<file path="src/rtl/pg_serial_adder_pkg.sv">
// Shared definitions for the digit-serial PG adder: FSM state encoding and
// the number of operand bits resolved per clock.
package pg_serial_adder_pkg;

    // Controller states; encodings are fixed so debug probes decode consistently.
    typedef enum logic [1:0] {
        ST_IDLE = 2'd0,
        ST_RUN  = 2'd1,
        ST_DONE = 2'd2
    } state_t;

    // Operand bits consumed per RUN cycle.
    localparam int SLICE_W = 2;

endpackage : pg_serial_adder_pkg

</file>
<file path="src/rtl/pg_serial_adder_carry_slice_2bits.sv">
// Combinational 2-bit slice: forms propagate/generate for each bit and
// resolves both slice carries with lookahead equations rather than a ripple.
module carry_slice_2bits (
    input  logic [1:0] a,
    input  logic [1:0] b,
    input  logic       c,
    output logic [1:0] s,
    output logic       c1,
    output logic       c2
);

    logic w_p0, w_g0, w_p1, w_g1;

    // Per-bit propagate/generate, then lookahead carries and sum bits.
    always_comb begin
        w_p0 = a[0] ^ b[0];
        w_g0 = a[0] & b[0];
        w_p1 = a[1] ^ b[1];
        w_g1 = a[1] & b[1];
        c1   = w_g0 | (w_p0 & c);
        c2   = w_g1 | (w_p1 & w_g0) | (w_p1 & w_p0 & c);
        s[0] = w_p0 ^ c;
        s[1] = w_p1 ^ c1;
    end

endmodule : carry_slice_2bits

</file>
<file path="src/rtl/pg_serial_adder.sv">
// Digit-serial adder/subtractor. Operands are latched on an in_valid/in_ready
// handshake, consumed two bits per cycle through a lookahead slice, and the
// result is presented on an out_valid/out_ready handshake.
//
// Handshake rule (both sides): a transfer happens on a rising clk edge where
// valid and ready are both high; the producer holds its data stable while
// valid is high and ready is low. in_ready is high only in IDLE, so operands
// offered while RUN/DONE are neither captured nor queued.
module pg_serial_adder
    import pg_serial_adder_pkg::*;
#(
    parameter int WIDTH = 8,
    parameter int CNT_W = 3
) (
    input  logic             clk,
    input  logic             rst,
    input  logic             in_valid,
    output logic             in_ready,
    input  logic [WIDTH-1:0] a,
    input  logic [WIDTH-1:0] b,
    input  logic             cin,
    input  logic             sub,
    output logic             out_valid,
    input  logic             out_ready,
    output logic [WIDTH-1:0] sum,
    output logic             cout,
    output logic             ovf,
    output logic             busy
);

    localparam int NSLICE = WIDTH / SLICE_W;
    // The accumulator only needs the slices produced before the final one;
    // the final slice is merged straight into the captured result.
    localparam int ACC_W  = (WIDTH > SLICE_W) ? (WIDTH - SLICE_W) : 1;
    localparam logic [CNT_W-1:0] LAST_CNT = CNT_W'(NSLICE - 1);

    state_t             r_state;
    logic [WIDTH-1:0]   r_areg;
    logic [WIDTH-1:0]   r_breg;
    logic               r_creg;
    logic [CNT_W-1:0]   r_cnt;
    logic [ACC_W-1:0]   r_acc;
    logic [WIDTH-1:0]   r_sum;
    logic               r_cout;
    logic               r_ovf;
    logic               r_in_ready;
    logic               r_out_valid;
    logic               r_busy;

    logic [1:0]         w_s;
    logic               w_c1;
    logic               w_c2;
    logic [WIDTH-1:0]   w_result;
    logic [ACC_W-1:0]   w_acc_next;

    carry_slice_2bits u_slice (
        .a  (r_areg[1:0]),
        .b  (r_breg[1:0]),
        .c  (r_creg),
        .s  (w_s),
        .c1 (w_c1),
        .c2 (w_c2)
    );

    // Newest slice enters at the top; after the last slice the full result
    // is {last slice, accumulated earlier slices}.
    if (WIDTH > SLICE_W) begin : g_wide
        assign w_result   = {w_s, r_acc};
        assign w_acc_next = w_result[WIDTH-1:SLICE_W];
    end else begin : g_single
        assign w_result   = w_s;
        assign w_acc_next = '0;
    end

    // Controller, operand shifters, carry/counter and registered handshake outputs.
    always_ff @(posedge clk or posedge rst) begin
        if (rst) begin
            r_state     <= ST_IDLE;
            r_areg      <= '0;
            r_breg      <= '0;
            r_creg      <= 1'b0;
            r_cnt       <= '0;
            r_acc       <= '0;
            r_sum       <= '0;
            r_cout      <= 1'b0;
            r_ovf       <= 1'b0;
            r_in_ready  <= 1'b1;
            r_out_valid <= 1'b0;
            r_busy      <= 1'b0;
        end else begin
            case (r_state)
                ST_IDLE: begin
                    if (in_valid && r_in_ready) begin
                        r_areg     <= a;
                        r_breg     <= sub ? ~b : b;
                        r_creg     <= sub ? 1'b1 : cin;
                        r_cnt      <= '0;
                        r_in_ready <= 1'b0;
                        r_busy     <= 1'b1;
                        r_state    <= ST_RUN;
                    end
                end
                ST_RUN: begin
                    r_areg <= r_areg >> SLICE_W;
                    r_breg <= r_breg >> SLICE_W;
                    r_acc  <= w_acc_next;
                    r_creg <= w_c2;
                    r_cnt  <= r_cnt + 1'b1;
                    if (r_cnt == LAST_CNT) begin
                        // c1 of the last slice is the carry into the MSB.
                        r_sum       <= w_result;
                        r_cout      <= w_c2;
                        r_ovf       <= w_c1 ^ w_c2;
                        r_out_valid <= 1'b1;
                        r_state     <= ST_DONE;
                    end
                end
                ST_DONE: begin
                    if (out_ready) begin
                        r_out_valid <= 1'b0;
                        r_in_ready  <= 1'b1;
                        r_busy      <= 1'b0;
                        r_state     <= ST_IDLE;
                    end
                end
                default: begin
                    r_out_valid <= 1'b0;
                    r_in_ready  <= 1'b1;
                    r_busy      <= 1'b0;
                    r_state     <= ST_IDLE;
                end
            endcase
        end
    end

    assign in_ready  = r_in_ready;
    assign out_valid = r_out_valid;
    assign sum       = r_sum;
    assign cout      = r_cout;
    assign ovf       = r_ovf;
    assign busy      = r_busy;

endmodule : pg_serial_adder
</file>
<file path="config.mk">
export PLATFORM = sky130hd
export DESIGN_NAME = pg_serial_adder
export DESIGN_NICKNAME = d
export VERILOG_FILES = /design/src/rtl/pg_serial_adder_pkg.sv /design/src/rtl/pg_serial_adder_carry_slice_2bits.sv /design/src/rtl/pg_serial_adder.sv
export SDC_FILE = /design/constraint.sdc
export NUM_CORES = 1
export LEC_CHECK = 0
export BUFFER_PORTS_ARGS = -buffer_cell sky130_fd_sc_hd__buf_2
export CAP_MARGIN = 15
export CELL_PAD_IN_SITES_DETAIL_PLACEMENT = 0
export CELL_PAD_IN_SITES_GLOBAL_PLACEMENT = 1
export CORE_MARGIN = 2
export CORE_UTILIZATION = 42
export CTS_CLUSTER_DIAMETER = 50
export CTS_CLUSTER_SIZE = 25
export DETAILED_ROUTE_END_ITERATION = 7
export PLACE_DENSITY_LB_ADDON = 0.1
export SLEW_MARGIN = 10
export SYNTH_ARGS = -nofsm -noshare
export SYNTH_HDL_FRONTEND = slang
export SYNTH_SLANG_ARGS = --single-unit
</file>
<file path="constraint.sdc">
create_clock -name clk -period 2 [get_ports clk]
set_input_delay 0.6 -clock clk [delete_from_list [all_inputs] [get_ports clk]]
set_output_delay 0.6 -clock clk [all_outputs]
set_load 0.02 [all_outputs]
</file>
# ---- Word-level counts from Yosys, hierarchy flattened
# Cells that the tools add are included.
dict set report totals {
  regBits 41
}
dict set report op_classes {
  n_eq_ne 6
  addsub 1
  reduce_logical 8
  n_bitwise 17
  n_mux 22
}
# cell n
set ops {}
lappend ops {{one-hot mux 8 bit (2 select lines)} 2}
lappend ops {{two-way mux 8 bit} 3}
lappend ops {{one-hot mux 1 bit (3 select lines)} 3}
lappend ops {{AND reduction 3 bit} 3}
lappend ops {{inverter 8 bit} 1}
lappend ops {{two-way mux 1 bit} 7}
lappend ops {{bitwise AND 1 bit} 6}
lappend ops {{two-way mux 2 bit} 3}
lappend ops {{inequality test 2 bit (second input constant)} 3}
lappend ops {{one-hot mux 2 bit (3 select lines)} 1}
lappend ops {{one-hot mux 3 bit (2 select lines)} 1}
lappend ops {{bitwise XOR 1 bit} 5}
lappend ops {{AND reduction 2 bit} 2}
lappend ops {{adder 3 x 1 -> 3 bit (second input constant)} 1}
lappend ops {{equality test 3 x 2 -> 1 bit (second input constant)} 1}
lappend ops {{two-way mux 3 bit} 1}
lappend ops {{OR 1 bit} 3}
lappend ops {{equality test 2 x 1 -> 1 bit (second input constant)} 1}
lappend ops {{equality test 2 bit (second input constant)} 1}
lappend ops {{zero test 2 bit} 1}
lappend ops {{inverter 1 bit} 2}
lappend ops {{one-hot mux 1 bit (2 select lines)} 1}
lappend ops {{nonzero test 2 bit} 1}
lappend ops {{logical AND 1 bit} 1}

# ---- Logic depth before layout (Yosys ltp)
dict set report depth {
  depth_word 5
  depth_mapped 6
  mapped_depth_nobuf 5
}

# ---- By module
# From an unflattened synthesis, not the netlist that was laid out.
dict set report unflattened {
  hier_cells 158
  area_unflattened_um2 1799.2
}
# mod area_per_inst_um2 cells_each n_inst
set by_module_without_submodules {}
lappend by_module_without_submodules {pg_serial_adder 1731.7 151 1}
lappend by_module_without_submodules {carry_slice_2bits 67.6 7 1}

# ---- Worst setup path before layout
# Ideal clock, no wire load.
dict set report synth_path {
  kind {register -> register}
  startpoint {reg r_in_ready, in the netlist in_ready}
  endpoint {reg r_cnt[1]}
  stages_incl_launch_ff 6
  path_slack_ps 529
  path_buffers 2
  t_required_ps 1879
  arrival_ps 1350
  setup_time_ps 121
  cell_sequence {dfstp_2 > a21oi_1 > or2_1 > buf_2 > buf_6 > a22o_1}
}
dict set report synth_between {
  elab_chain_cells 3
}
# element line
set synth_lines {}
lappend synth_lines {{from (decl)} pg_serial_adder.sv:46} ;# logic r_in_ready;
lappend synth_lines {{from (signal assigned)} pg_serial_adder.sv:87} ;# r_in_ready <= 1'b1;
lappend synth_lines {{from (signal assigned)} pg_serial_adder.sv:98} ;# r_in_ready <= 1'b0;
lappend synth_lines {{from (signal assigned)} pg_serial_adder.sv:121} ;# r_in_ready <= 1'b1;
lappend synth_lines {{logical AND 1 bit} pg_serial_adder.sv:93} ;# if (in_valid && r_in_ready) begin
lappend synth_lines {{inequality test 2 bit (no line)} --}
lappend synth_lines {{AND reduction 2 bit (no line)} --}
lappend synth_lines {{to (signal assigned)} pg_serial_adder.sv:108} ;# r_cnt <= r_cnt + 1'b1;
lappend synth_lines {{to (decl)} pg_serial_adder.sv:41} ;# logic [CNT_W-1:0] r_cnt;
# No other way between the ends.
# A chain may end at the register's enable or synchronous reset.

# ---- Worst setup path after layout
dict set report layout_path {
  startpoint {reg r_in_ready, in the netlist in_ready}
  endpoint {out in_ready}
}
# element line
set layout_rtl {}
lappend layout_rtl {{to (decl)} pg_serial_adder.sv:18} ;# output logic in_ready,
# No word-level cell between the ends.

==> summary.md <==
| Metric | Value |
|---|---|
| Area after DPL | `2032 sq um` |
| Grt ovf | `0` |
| Fin. max-slew vios | `0` |
| Mapped Cells | `164` |
| Reg2Reg Depth | `3` |
| GPL Wtd Cong | `0.7606` |
| Num Clock Sinks | `41` |
| Final worst slack | `0.3626 ns` |
| Layout net count | `225` |
| Critical Path RT | `1.40 ns` |
| Fin util | `50.03%` |
| Worst R2R End | `r_breg[5]` |
| Seq/Total Area, Yosys | `56.08%` |
| Largest net degree at the start of global routing | `42` |
| Drc violations | `0` |
| RR Startpoint | `in_ready` |
| YS warnings | `0` |
| Filler cells | `412` |
| Final non-filler cell area | `2133 sq um` |
| Worst Skew | `0.003863 ns` |
| Routed vias/inst | `5.151` |
| DR WL/cell | `13.82 um` |
| Crit-path leading delay family | `flip-flops` |
| Port Buffer Count | `34` |
| Max Clock Freq | `0.6107 GHz` |
| Mean Syn Cell Area | `11.17 sq um` |
| Buf/Inv on CP | `1` |
| Relative slew slack | `55.51%` |
| Overall Global Routing Usage | `16.11%` |
| Worst-case vdd ir drop | `0.4193 mV` |
| CTS clock-pin slew for the worst setup and hold paths | `0.07 ns` |
| Largest stage delay, worst path | `0.58 ns` |
| Final Hold Viols | `0` |
| Critical path cell sequence | `buf_2` |
| TritonCTS clock tree | `done` |
| Iteration count of the initial detailed-routing pass | `4` |
| Area grow syn2layout | `16.46%` |
| Vias | `1293` |
| RSZ-0062 raised after global routing | `false` |
| Flop2flop setup slack | `0.37 ns` |
| Core area | `4264 sq um` |
| Internal | `1.906 mW` |
| Period utilization | `81.87%` |
| Cell Rows | `24` |
| Post-cts repair resize count | `0` |
| CP startpoint kind | `flip-flop` |
| Clock share of power | `19.6%` |
| Crit. End Element | `output port` |
| Initial antenna violation count | `0` |
| Switching share of power | `36.13%` |
| N_diodes | `0` |
| Pwr/cell area | `1399 nW/um^2` |
| Area leader, netlist | `dfrtp_1` |
| I/O pin cnt | `35` |
| Syn Nets | `191` |
| Clock Latency Late Sink | `0.29 ns` |
| Longest Clk Path Bufs | `2` |
| Share of the synthesized area in the top cell type | `54.64%` |
| Total Wirelength | `3469 um` |
| Max Cap Viol | `0` |
| Post-route ant nets | `0` |
| Largest cells by area after synthesis | `dfrtp_1, nand2_1, mux2_2, a221o_1, o21ai_0` |
| Combinational power share | `34.3%` |
| Leakage | `1.105 nW` |
| Die area | `4906 sq um` |
| Initial Utilization | `42.96%` |
| Arr. time, crit path | `1.04 ns` |
| Die width | `70.04 um` |
| Library cells used by synthesis | `33` |
| Vias in the first global route | `1343` |
| Finish-stage setup viols | `0` |
| Most common cell after layout, fill and taps aside | `dfrtp_1` |
| HPWL after detailed placement | `2478 um` |
| Status | `complete, no violations` |
| First-pass GRT wire length | `6299 um` |
| Crit path kind | `flip-flop to output port` |
| Iteration-0 DRC count of the detailed router | `61` |
| Critical Path Slowest Stage Cell | `dfstp_2` |
| Hold WC Path Type | `input port to asynchronous set/reset pin` |
| Root Driver | `clkbuf_8` |
| Cts-stage hold buffer count | `0` |
| CTS Buf Count | `5` |
| Slew @ Worst Pin | `0.6674 ns` |
| Reg power frac | `46.1%` |
| Post-Place Setup Slack | `0.2281 ns` |
| Period minus WS final | `1.637 ns` |
| Placed Cells | `243` |
| Finished Layout Cells | `251` |
| Most frequent cells in the layout | `dfrtp_1, buf_2, nand2_1, inv_1, o21ai_0` |
| Die height | `70.04 um` |
| Post-CTS Setup Inserts | `0` |
| Crit Path Max Fanout | `6` |
| Synthesis-stage register bit count | `41` |
| Setup_tns | `0 ns` |
| Sw power | `1.078 mW` |
| Synth Cell Area | `1832 sq um` |
| Share of layout cells above drive strength 1 | `27.14%` |
| Htree depth | `2` |
## per-stage QoR
| step | power (mW) | hold WS [ns] |
|---|---|---|
| after global routing | 3.236 | 0.4939 |
| after floorplan | 2.157 | 0.4418 |
| after detailed placement | 2.437 | 0.4635 |
| after CTS | 3.029 | 0.4408 |
| final | 2.985 | 0.4234 |
| after global placement | 2.383 | 0.4561 |
## sequential cells by signal, summed over array words and instances (netlist names)
name	cells
ovf	1
r_state	2
out_valid	1
r_breg	8
sum	8
r_areg	8
busy	1
r_creg	1
r_acc	6
in_ready	1
cout	1
r_cnt	3
## power groups by stage
stage	combinational [mW]	sequential [mW]	clock, mW
3_3_place_gp	1.01	1.38	0
4_1_cts	1.04	1.38	0.607
2_1_floorplan	0.728	1.43	0
5_1_grt	1.17	1.43	0.638
3_5_place_dp	1.04	1.39	0
6_report	1.02	1.37	0.586
## worst max-delay path by stage
| stage | start | end | slack, ns | depth (start not counted) |
|---|---|---|---|---|
| floorplan | rst | busy | 0.46 | 1 |
| global placement | in_valid | r_breg[0] | 0.27 | 4 |
| detailed placement | in_valid | r_breg[4] | 0.23 | 4 |
| CTS | in_ready | in_ready | 0.36 | 1 |
| global route | r_state[0] | r_breg[3] | 0.26 | 3 |
| finish | in_ready | in_ready | 0.36 | 1 |
## cell type report
cell class | count | area [sq um] | share of cell area, %
sequential | 41 | 1027 | 48.15
timing repair buffer | 37 | 192.7 | 9.032
inverter | 12 | 45.04 | 2.111
clock buffer | 7 | 96.34 | 4.516
tap | 52 | 65.06 | 3.050
multi-input combinational | 101 | 701.9 | 32.90
clock inverter | 1 | 5.005 | 0.2346
## Yosys cell counts
library cell	number
a211o_1	1
a21oi_1	10
a221o_1	6
a22o_1	5
and2_1	1
and4bb_2	1
buf_2	7
buf_4	1
buf_6	1
clkbuf_1	1
dfrtp_1	40
dfstp_2	1
fa_1	1
ha_1	4
inv_1	12
mux2_2	6
nand2_1	19
nand2b_1	1
nand3_1	2
nand3b_4	1
nand4b_1	1
nand4bb_1	1
nor2_1	8
nor2b_1	1
o211ai_1	1
o21ai_0	11
o22a_1	2
o22ai_1	6
o2bb2ai_1	1
o31ai_1	1
or2_1	1
xnor2_1	6
xor2_1	3
## metal layers
metal  global-route usage (%)  routed length (um)  up-vias  share of wire, %
met5                        0                   0        -                 0
li1                         -                   -      635                 -
met2                    26.14                1640       31                47
met3                    3.175                 148        7               4.3
met4                    5.769                  54        0               1.6
met1                    21.60                1625      620                47
## cells by family (layout without fill, tap and decap cells)
logic type      after synthesis  in the layout  share of synthesized area, %
compound gates               44             44                         16.19
xor+xnor                      9              9                         4.304
fa+ha+maj                     5              5                         3.825
buf+inv                      22             57                         5.601
flops                        41             41                         56.08
mux                           6              6                         3.688
simple gates                 37             37                         10.32
No activity file was read; power rests on OpenSTA's default activity.
